**src/rtl/vigna_coproc_issue_if.sv**
```systemverilog
// vigna_coproc_issue_if
// Bundles the three handshakes of the coprocessor issue unit:
//   core request : req_valid/req_ready carrying req_func, req_rd, req_op1, req_op2, plus flush
//   coprocessor  : cp_valid carrying cp_func, cp_op1, cp_op2; cp_ready is a one-cycle
//                  completion pulse carrying cp_result
//   writeback    : wb_valid/wb_ready carrying wb_rd, wb_data
// Modports:
//   slave  - the issue unit itself
//   master - the surrounding core / coprocessor environment
interface vigna_coproc_issue_if;
   logic        req_valid;
   logic        req_ready;
   logic [2:0]  req_func;
   logic [4:0]  req_rd;
   logic [31:0] req_op1;
   logic [31:0] req_op2;
   logic        flush;

   logic        cp_valid;
   logic [2:0]  cp_func;
   logic [31:0] cp_op1;
   logic [31:0] cp_op2;
   logic        cp_ready;
   logic [31:0] cp_result;

   logic        wb_valid;
   logic        wb_ready;
   logic [4:0]  wb_rd;
   logic [31:0] wb_data;

   modport slave (
      input  req_valid, req_func, req_rd, req_op1, req_op2, flush,
      output req_ready,
      output cp_valid, cp_func, cp_op1, cp_op2,
      input  cp_ready, cp_result,
      output wb_valid, wb_rd, wb_data,
      input  wb_ready
   );

   modport master (
      output req_valid, req_func, req_rd, req_op1, req_op2, flush,
      input  req_ready,
      input  cp_valid, cp_func, cp_op1, cp_op2,
      output cp_ready, cp_result,
      input  wb_valid, wb_rd, wb_data,
      output wb_ready
   );
endinterface

```
**src/rtl/vigna_coproc_issue.sv**
```systemverilog
// vigna_coproc_issue
// Issues one core operation at a time to a multi-cycle coprocessor and hands the
// result back to the core's writeback port. A flush from the core discards the
// operation; since the coprocessor cannot abort, a flushed operation still waits
// for its completion pulse (DROP) before a new request is taken.
// Ports:
//   clk       - sole clock, rising edge
//   resetn    - asynchronous active-low reset
//   bus       - request / coprocessor / writeback handshakes (slave modport)
//   busy      - high whenever the FSM is not IDLE
//   op_count  - completed (written back) operations, wraps modulo 2^CNT_W
//   dbg_state - current FSM state (0 IDLE, 1 ISSUE, 2 DROP, 3 HOLD)
//
// Handshake semantics: a request transfers on a rising edge where req_valid and
// req_ready are both high; a result transfers on a rising edge where wb_valid and
// wb_ready are both high. cp_valid, wb_valid and their payloads are registered
// and do not depend combinationally on any input; req_ready depends only on the
// state and flush. cp_ready is a completion pulse, not a ready: it is sampled
// only in ISSUE and DROP.
module vigna_coproc_issue #(
   parameter int CNT_W = 16
) (
   input  logic             clk,
   input  logic             resetn,
   vigna_coproc_issue_if.slave bus,
   output logic             busy,
   output logic [CNT_W-1:0] op_count,
   output logic [1:0]       dbg_state
);

   typedef enum logic [1:0] {
      S_IDLE  = 2'd0,
      S_ISSUE = 2'd1,
      S_DROP  = 2'd2,
      S_HOLD  = 2'd3
   } state_t;

   state_t state;
   state_t state_nxt;

   logic [2:0]       cp_func_q;
   logic [31:0]      cp_op1_q;
   logic [31:0]      cp_op2_q;
   logic [4:0]       wb_rd_q;
   logic [31:0]      wb_data_q;
   logic [CNT_W-1:0] op_count_q;

   logic accept;
   logic capture;
   logic commit;

   // flush in IDLE blocks acceptance; a flush arriving with cp_ready in ISSUE
   // turns the completion into a drop; a flush in HOLD beats wb_ready.
   assign accept  = (state == S_IDLE)  && bus.req_valid && !bus.flush;
   assign capture = (state == S_ISSUE) && bus.cp_ready  && !bus.flush;
   assign commit  = (state == S_HOLD)  && bus.wb_ready  && !bus.flush;

   // State register
   always_ff @(posedge clk or negedge resetn) begin
      if (!resetn) begin
         state <= S_IDLE;
      end else begin
         state <= state_nxt;
      end
   end

   // Next-state logic
   always_comb begin
      state_nxt = state;
      case (state)
         S_IDLE: begin
            if (bus.req_valid && !bus.flush) state_nxt = S_ISSUE;
         end
         S_ISSUE: begin
            if (bus.cp_ready) begin
               state_nxt = bus.flush ? S_IDLE : S_HOLD;
            end else if (bus.flush) begin
               state_nxt = S_DROP;
            end
         end
         S_DROP: begin
            if (bus.cp_ready) state_nxt = S_IDLE;
         end
         S_HOLD: begin
            if (bus.flush || bus.wb_ready) state_nxt = S_IDLE;
         end
         default: state_nxt = S_IDLE;
      endcase
   end

   // Output logic: strobes decode straight from the state register, so cp_valid
   // drops on the completion edge and every path back to an op passes through
   // at least one IDLE cycle with cp_valid low.
   always_comb begin
      bus.req_ready = 1'b0;
      bus.cp_valid  = 1'b0;
      bus.wb_valid  = 1'b0;
      busy          = 1'b1;
      case (state)
         S_IDLE: begin
            bus.req_ready = !bus.flush;
            busy          = 1'b0;
         end
         S_ISSUE, S_DROP: begin
            bus.cp_valid = 1'b1;
         end
         S_HOLD: begin
            bus.wb_valid = 1'b1;
         end
         default: begin
            busy = 1'b1;
         end
      endcase
   end

   // Datapath: operands and rd are latched once at acceptance and stay put
   // through ISSUE/DROP/HOLD, which keeps cp_* stable while the coprocessor
   // computes and wb_rd stable while the result waits for wb_ready.
   always_ff @(posedge clk or negedge resetn) begin
      if (!resetn) begin
         cp_func_q  <= 3'd0;
         cp_op1_q   <= 32'd0;
         cp_op2_q   <= 32'd0;
         wb_rd_q    <= 5'd0;
         wb_data_q  <= 32'd0;
         op_count_q <= '0;
      end else begin
         if (accept) begin
            cp_func_q <= bus.req_func;
            cp_op1_q  <= bus.req_op1;
            cp_op2_q  <= bus.req_op2;
            wb_rd_q   <= bus.req_rd;
         end
         if (capture) begin
            wb_data_q <= bus.cp_result;
         end
         if (commit) begin
            op_count_q <= op_count_q + {{(CNT_W-1){1'b0}}, 1'b1};
         end
      end
   end

   assign bus.cp_func = cp_func_q;
   assign bus.cp_op1  = cp_op1_q;
   assign bus.cp_op2  = cp_op2_q;
   assign bus.wb_rd   = wb_rd_q;
   assign bus.wb_data = wb_data_q;
   assign op_count    = op_count_q;
   assign dbg_state   = state;

endmodule

```
**src/flat_wrapper.sv**
```systemverilog
// flat-port wrapper written by rule: the top's interface ports become plain ports
module vigna_coproc_issue_flat 
#(
   parameter int CNT_W = 16
)
  (clk, resetn, busy, op_count, dbg_state, bus_req_valid, bus_req_func, bus_req_rd, bus_req_op1, bus_req_op2, bus_flush, bus_req_ready, bus_cp_valid, bus_cp_func, bus_cp_op1, bus_cp_op2, bus_cp_ready, bus_cp_result, bus_wb_valid, bus_wb_rd, bus_wb_data, bus_wb_ready);
  vigna_coproc_issue_if bus_i ();
  input  logic clk;
  input  logic resetn;
  output logic busy;
  output logic [CNT_W-1:0] op_count;
  output logic [1:0] dbg_state;
  input wire logic [$bits(bus_i.req_valid)-1:0] bus_req_valid;
  input wire logic [$bits(bus_i.req_func)-1:0] bus_req_func;
  input wire logic [$bits(bus_i.req_rd)-1:0] bus_req_rd;
  input wire logic [$bits(bus_i.req_op1)-1:0] bus_req_op1;
  input wire logic [$bits(bus_i.req_op2)-1:0] bus_req_op2;
  input wire logic [$bits(bus_i.flush)-1:0] bus_flush;
  output wire logic [$bits(bus_i.req_ready)-1:0] bus_req_ready;
  output wire logic [$bits(bus_i.cp_valid)-1:0] bus_cp_valid;
  output wire logic [$bits(bus_i.cp_func)-1:0] bus_cp_func;
  output wire logic [$bits(bus_i.cp_op1)-1:0] bus_cp_op1;
  output wire logic [$bits(bus_i.cp_op2)-1:0] bus_cp_op2;
  input wire logic [$bits(bus_i.cp_ready)-1:0] bus_cp_ready;
  input wire logic [$bits(bus_i.cp_result)-1:0] bus_cp_result;
  output wire logic [$bits(bus_i.wb_valid)-1:0] bus_wb_valid;
  output wire logic [$bits(bus_i.wb_rd)-1:0] bus_wb_rd;
  output wire logic [$bits(bus_i.wb_data)-1:0] bus_wb_data;
  input wire logic [$bits(bus_i.wb_ready)-1:0] bus_wb_ready;
  assign bus_i.req_valid = bus_req_valid;
  assign bus_i.req_func = bus_req_func;
  assign bus_i.req_rd = bus_req_rd;
  assign bus_i.req_op1 = bus_req_op1;
  assign bus_i.req_op2 = bus_req_op2;
  assign bus_i.flush = bus_flush;
  assign bus_req_ready = bus_i.req_ready;
  assign bus_cp_valid = bus_i.cp_valid;
  assign bus_cp_func = bus_i.cp_func;
  assign bus_cp_op1 = bus_i.cp_op1;
  assign bus_cp_op2 = bus_i.cp_op2;
  assign bus_i.cp_ready = bus_cp_ready;
  assign bus_i.cp_result = bus_cp_result;
  assign bus_wb_valid = bus_i.wb_valid;
  assign bus_wb_rd = bus_i.wb_rd;
  assign bus_wb_data = bus_i.wb_data;
  assign bus_i.wb_ready = bus_wb_ready;
  vigna_coproc_issue #(.CNT_W(CNT_W)) u_core (.clk(clk), .resetn(resetn), .bus(bus_i), .busy(busy), .op_count(op_count), .dbg_state(dbg_state));
endmodule
```
**config.mk**
```make
export PLATFORM = sky130hd
export DESIGN_NAME = vigna_coproc_issue_flat
export DESIGN_NICKNAME = d
export VERILOG_FILES = /design/src/rtl/vigna_coproc_issue_if.sv /design/src/rtl/vigna_coproc_issue.sv /design/src/flat_wrapper.sv
export SDC_FILE = /design/constraint.sdc
export NUM_CORES = 1
export LEC_CHECK = 0
export CORE_MARGIN = 2
export CORE_UTILIZATION = 30
export CTS_CLUSTER_DIAMETER = 30
export DETAILED_ROUTE_END_ITERATION = 8
export PLACE_DENSITY = 0.62
export REMOVE_ABC_BUFFERS = 1
export SLEW_MARGIN = 20
export SYNTH_ARGS = -nofsm -noshare
export SYNTH_HDL_FRONTEND = slang
export SYNTH_SLANG_ARGS = --single-unit
```
**constraint.sdc**
```tcl
create_clock -name clk -period 4.7 [get_ports clk]
set_input_delay 0.47 -clock clk [delete_from_list [all_inputs] [get_ports clk]]
set_output_delay 0.47 -clock clk [all_outputs]
set_load 0.005 [all_outputs]
```
==> impl_metrics.csv, run 1 <==
group,metric,value,unit
global_route,grt_max_degree,73,
timing,period_needed,2370,ps
die,start_util,30.5,%
run,cap_violations,0,
timing,rsz0062_at_grt,"false",
placement,gp_congestion,0.823,
cts,htree_levels,4,
setup_path,end_kind,"primary output",
cts,numCtsBuffers,17,
synthesis,syn-instance-count,306,
synthesis,synth_area_leaders,"dfrtp_1 (64%), mux2_2 (25%), xor2_1 (1.6%)",
synthesis,yosysWarnings,0,
timing,slew_headroom,33.1,%
drt,vias,3387,
placement,port_buffers,235,
setup_path,worst-path-buf-inv,3,
setup_path,slowest_delay,510,ps
status,outcome,"completed",
setup_path,path_class,"reg2out",
drt,wl_per_cell,15.1,µm
timing,setup-tns-final,0,ps
timing,worst_slew_pin_slew,1000,ps
setup_path,critPathTopFamily,"buffers and inverters",
setup_path,crit_slowest_cell,"clkdlybuf4s50_1",
worst_hold_path,hold_class,"in2async",
pwr,p_per_area,612,nW/µm²
setup_path,worst-endpoint-required,4230,ps
die,io_pins,236,
placement,dpl_cell_area,7410,µm²
setup_path,cpMostUsedCell,"inv_1",
synthesis,synthAdderAreaFrac,1.30,%
cts,clock_sinks,122,
pwr,irDropWorstVdd,0.222,mV
drt,final_antenna_net_count,0,
setup_path,start_kind,"flip-flop",
synthesis,syn_area_per_cell,15.7,µm²
setup_path,arrival,1900,ps
cts,cts_tree,"done",
finish,regArea,3050,µm²
finish,multi_input_area,1680,µm²
pwr,power_frac_comb,38.0,%
synthesis,synth_top_family_by_area,"multiplexers",
cts,ctsResizeCount,0,
synthesis,synth_simple_gate_area_share,4.92,%
setup_path,crit_chain,"inv_1 > ha_1 > inv_1 > nor2_1 > clkdlybuf4s50_1",
drt,drtIter0Drc,75,
synthesis,synth_cell_types,31,
synthesis,synth.cell_area,4810,µm²
global_route,grt_pass1_vias,3613,
pwr,switching_share,25.6,%
finish,stdcell_area,7990,µm²
pwr,power.internal,3.63,mW
pwr,total_power,4.89,mW
global_route,antenna_found_initial,0,
cts,clockBufferDepth,2,
finish,layout.nets,669,
synthesis,synthXorXnorAreaFrac,2.73,%
timing,hold_viol_final,0,
cts,path_clk_slew,50,ps
drt,drc_errors,0,
global_route,grtUsageTotal,13.6,%
finish,fillers,1426,
synthesis,ys_seq_area_share,63.5,%
drt,via_per_inst,4.33,
synthesis,synth_edf_count,0,
cts,clock_latency,400,ps
synthesis,yosysMostFrequentCell,"dfrtp_1",
finish,area_delta_synth_final,66.2,%
synthesis,async_reset_ff_share,100,%
timing,finClkSkew,5.28,ps
timing,post-route-period-util,50.4,%
timing,slew_violations,0,
die,die_h,131,µm
pwr,leakagePower,3.36,nW
synthesis,synth_compound_area_share,1.25,%
die,coreArea,15800,µm²
synthesis,synthDominantCellAreaShare,63.5,%
synthesis,ys_ff_latch,122,
pwr,p_sw,1.25,mW
cts,cts_root_buffer,"clkbuf_16",
finish,final_core_util,50.7,%
synthesis,synth_commonest_cells,"dfrtp_1 (122), mux2_2 (105), buf_2 (10)",
timing,setup_violations,0,
global_route,grt_pass1_wl,17700,µm
setup_path,path_max_fanout,5,
finish,antenna_cells,0,
pwr,p_clk_share,25.6,%
timing,fmax,422,MHz
pwr,seq_power_share,36.4,%
drt,firstDrtPassIters,3,
die,rows,46,
placement,dp.final_hpwl,8560,µm
die,die_w,131,µm
synthesis,synth_largest_area_cell,"dfrtp_1",
finish,drive_gt1_share,26.3,%
global_route,grt_overflow,0,
die,die_area,17000,µm²
synthesis,synth.area.mux_share,24.6,%
synthesis,synthFlopType,"dfrtp_1",
drt,drt-total-wl,11800,µm
==> worst reg2reg max path: cells and delay by family (launching register included) <==
family / cells / cell delay (ps)
DFF: 1 / 430
muxes: 1 / 640
buffers and inverters: 1 / 110
and+or+nand+nor: 1 / 740
adders and majority gates: 1 / 280
==> cells in the final DEF, fill, tap and decap left out, types with 5 or more instances in the layout <==
master,synthesis,routed
nand2_1,7,7
mux2_2,105,105
xor2_1,9,9
clkdlybuf4s50_1,0,234
clkbuf_16,0,17
dfrtp_1,122,122
clkinv_2,0,5
xnor2_1,6,6
ha_1,5,5
inv_1,8,8
==> per-stage QoR <==
stage	hold slack [ps]	instances	setup WS (ps)
after floorplan	174	296	2250
after detailed placement	336	750	1980
final	469	783	2330
after CTS	449	783	2290
after global placement	335	750	2070
after global routing	463	783	2170
==> state kept, by name (all words and copies together), names as in the netlist <==
register and count:
u_core.dbg_state 2, u_core.bus.cp_func 3, u_core.bus.cp_op1 32, u_core.bus.wb_rd 5, u_core.bus.cp_op2 32, u_core.bus.wb_data 32
u_core.op_count 16
==> power by group through the flow <==
stage | Sequential (mW) | Clock, mW | Combinational (mW)
2_1_floorplan | 1.81 | 0 | 0.593
3_3_place_gp | 1.77 | 0 | 1.86
3_5_place_dp | 1.79 | 0 | 1.89
4_1_cts | 1.78 | 1.30 | 1.90
5_1_grt | 1.84 | 1.34 | 2.01
6_report | 1.78 | 1.25 | 1.86
==> metal layers <==
metal  GRT usage (%)  vias up  part of all wire [%]
li1                -     1571                     -
met1            15.0     1636                    39
met2            22.4      156                    48
met3            6.23       24                    10
met4            6.38        0                   2.5
met5               0        -                     0
==> worst paths after layout <==
kind,from,end,slack [ps],depth (start not counted)
hold / removal,resetn,u_core.bus.wb_rd[2],470,2
max in group asynchronous,resetn,u_core.bus.cp_op1[17],3160,3
hold reg to reg,u_core.op_count[15],u_core.op_count[15],480,1
setup reg to reg,u_core.dbg_state[0],u_core.bus.cp_op1[13],2380,4
setup / recovery,u_core.dbg_state[0],bus_req_ready,2330,5
min in group clk,u_core.op_count[15],u_core.op_count[15],480,1
==> kinds of logic after synthesis <==
logic type,after synthesis
and+or+nand+nor,33
muxes,105
xor gates and xnor gates,15
adders and majority gates,5
AOI/OAI and AO/OA,8
buffers and inverters,18
DFF,122
==> area by class of cell <==
cell class	count	share of cell area, %
Inverter	8	0.376
Multi-Input combinational cell	166	21.0
Timing Repair Buffer	239	29.8
Sequential cell	122	38.2
Clock inverter	12	1.57
Tap cell	216	3.38
Clock buffer	20	5.59
==> repair_timing <==
action / CTS / global route
endpoints found under the hold margin: 14 / 0
setup buffers: 0 / 0
hold buffers: 1 / 0
Power figures use the tool's default switching activity.
==> inputs of run 2 (changes only) <==
clock period = 2.4 ns   (was 4.7 ns; I/O delays follow)
==> run 2 against run 1 <==
Compared with the run above:
- flip-flop and latch count stayed put
- cell count shrank 0.26%
- power rose by 93%
- sequential power is 96% higher
- utilization is essentially flat
- combinational power rose by 96%
- clock power rose by 86%
- design area barely moved
- hold slack worse by 24 ps
- register-to-register slack got worse by 1800 ps
- count of clock-buffer cells in the layout is 1 higher
- critical path depth stayed put
- critical path type unchanged
==> impl_metrics.csv, run 2 (same netlist as run 1, synthesis figures left out) <==
group,metric,value,unit
drt,drc_errors,0,
drt,final_antenna_net_count,0,
setup_path,start_kind,"flip-flop",
setup_path,path_class,"reg2out",
timing,setup_ws,257,ps
drt,via_per_inst,4.34,
placement,place_ws,458,ps
finish,instances_no_fill,781,
global_route,grt_overflow,0,
finish,regArea,3050,µm²
finish,final_cell_mix,"clkdlybuf4s50_1 (234), dfrtp_1 (122), mux2_2 (105), clkbuf_16 (17), xor2_1 (9)",
drt,drt-total-wl,11700,µm
die,start_util,30.5,%
cts,cts_root_buffer,"clkbuf_16",
cts,ctsResizeCount,0,
drt,drtIter0Drc,63,
timing,worst_slew_pin_slew,649,ps
timing,period_needed,2140,ps
setup_path,crit_chain,"inv_1 > ha_1 > inv_1 > nor2_1 > clkdlybuf4s50_1",
setup_path,worst-path-buf-inv,3,
placement,dp.final_hpwl,8310,µm
die,die_w,131,µm
timing,hold_viol_final,0,
die,die_h,131,µm
cts,cts_tree,"done",
drt,firstDrtPassIters,4,
finish,antenna_cells,0,
setup_path,end_kind,"primary output",
setup_path,crit_slowest_cell,"clkdlybuf4s50_1",
setup_path,path_max_fanout,5,
cts,clock_latency,400,ps
drt,wl_per_cell,15.0,µm
timing,fmax,467,MHz
placement,port_buffers,235,
placement,gp_congestion,0.768,
finish,final_core_util,50.7,%
pwr,leakagePower,3.37,nW
cts,numCtsBuffers,17,
global_route,grtUsageTotal,13.6,%
cts,postCtsSetupBuffers,0,
cts,clock_sinks,122,
die,coreArea,15800,µm²
die,rows,46,
setup_path,arrival,1900,ps
pwr,irDropWorstVdd,0.607,mV
run,cap_violations,0,
setup_path,cpMostUsedCell,"inv_1",
timing,hold_ws,445,ps
global_route,grt_pass1_wl,17700,µm
timing,setup_violations,0,
timing,finClkSkew,5.03,ps
finish,area_delta_synth_final,66.2,%
die,die_area,17000,µm²
cts,clockBufferDepth,2,
cts,path_clk_slew,50,ps
status,outcome,"completed",
global_route,grt_pass1_vias,3482,
pwr,p_per_area,1180,nW/µm²
placement,dpl_cell_area,7440,µm²
timing,rsz0062_at_grt,"false",
finish,drive_gt1_share,26.0,%
finish,multi_input_area,1680,µm²
setup_path,slowest_delay,510,ps
finish,final_common_cell,"clkdlybuf4s50_1",
finish,layout.nets,669,
finish,stdcell_area,7990,µm²
setup_path,critPathTopFamily,"buffers and inverters",
timing,post-route-period-util,89.3,%
die,io_pins,236,
drt,vias,3391,
cts,htree_levels,4,
setup_path,worst-endpoint-required,2160,ps
global_route,antenna_found_initial,0,
global_route,grt_max_degree,123,
finish,fillers,1382,
placement,dp_cells,750,
timing,slew_headroom,56.7,%
timing,slew_violations,0,
worst_hold_path,hold_class,"in2reg",
cts,cts_hold_repair.buffers,1,
==> run 2: cell count changes in the layout (fill, tap and decap cells not counted), sizes merged <==
cell | previous run | this run
clkinv | 7 | 6
bufinv | 2 | 1
clkbuf | 20 | 21
clkinvlp | 3 | 2
==> run 2: final timing paths <==
check / depth (start not counted) / endpoint / start / slack, ps
setup / recovery: 5 / bus_req_ready / u_core.dbg_state[1] / 260
hold / removal: 2 / u_core.bus.cp_op2[12] / bus_req_op2[12] / 440
setup reg to reg: 5 / u_core.bus.cp_op2[17] / u_core.dbg_state[0] / 610
hold reg to reg: 1 / u_core.op_count[15] / u_core.op_count[15] / 480
max in group asynchronous: 3 / u_core.bus.wb_data[13] / resetn / 1440
min in group asynchronous: 3 / u_core.bus.cp_op1[0] / resetn / 480
==> run 2: layer usage <==
layer	track usage [%]	up-vias	wire length, µm
met5	0	-	0
met4	6.01	0	252
met3	5.70	20	1110
met2	21.4	152	5650
met1	16.3	1655	4690
li1	-	1564	-
==> run 2: per-stage QoR <==
stage | total power, mW | setup TNS (ps)
floorplan | 4.71 | -3570
global placement | 7.13 | 0
detailed placement | 7.21 | 0
CTS | 9.61 | 0
global route | 10.1 | 0
finish | 9.44 | 0
==> run 2: where the power goes <==
group	leakage, nW	switching (mW)	internal, mW
clock network	0.264	0.870	1.45
logic	1.63	1.05	2.59
registers	1.48	0.492	2.99
total	3.37	2.41	7.03
==> run 2: worst register-to-register path, delay by kind of cell (launching register included) <==
kind / cells / cell delay [ps]
AND/OR/NAND/NOR: 1 / 120
multiplexers: 1 / 460
adder cells (fa/ha/maj): 1 / 280
buffers and inverters: 2 / 400
flip-flops: 1 / 420
==> run 2: final cells by class <==
cell class | instances | area share (%)
clock inverters | 9 | 0.940
repair buffers | 239 | 30.3
clock buffers | 21 | 5.76
flip-flops and latches | 122 | 38.2
inverters | 8 | 0.376
multi-input cells | 166 | 21.0
well taps | 216 | 3.38
==> inputs of run 3 (changes only) <==
CTS_CLUSTER_SIZE = 28   (was unset)
TNS_END_PERCENT = 100   (was unset)
==> results of run 3 <==
Final layout, timing and power as in run 2 (identical DEF).
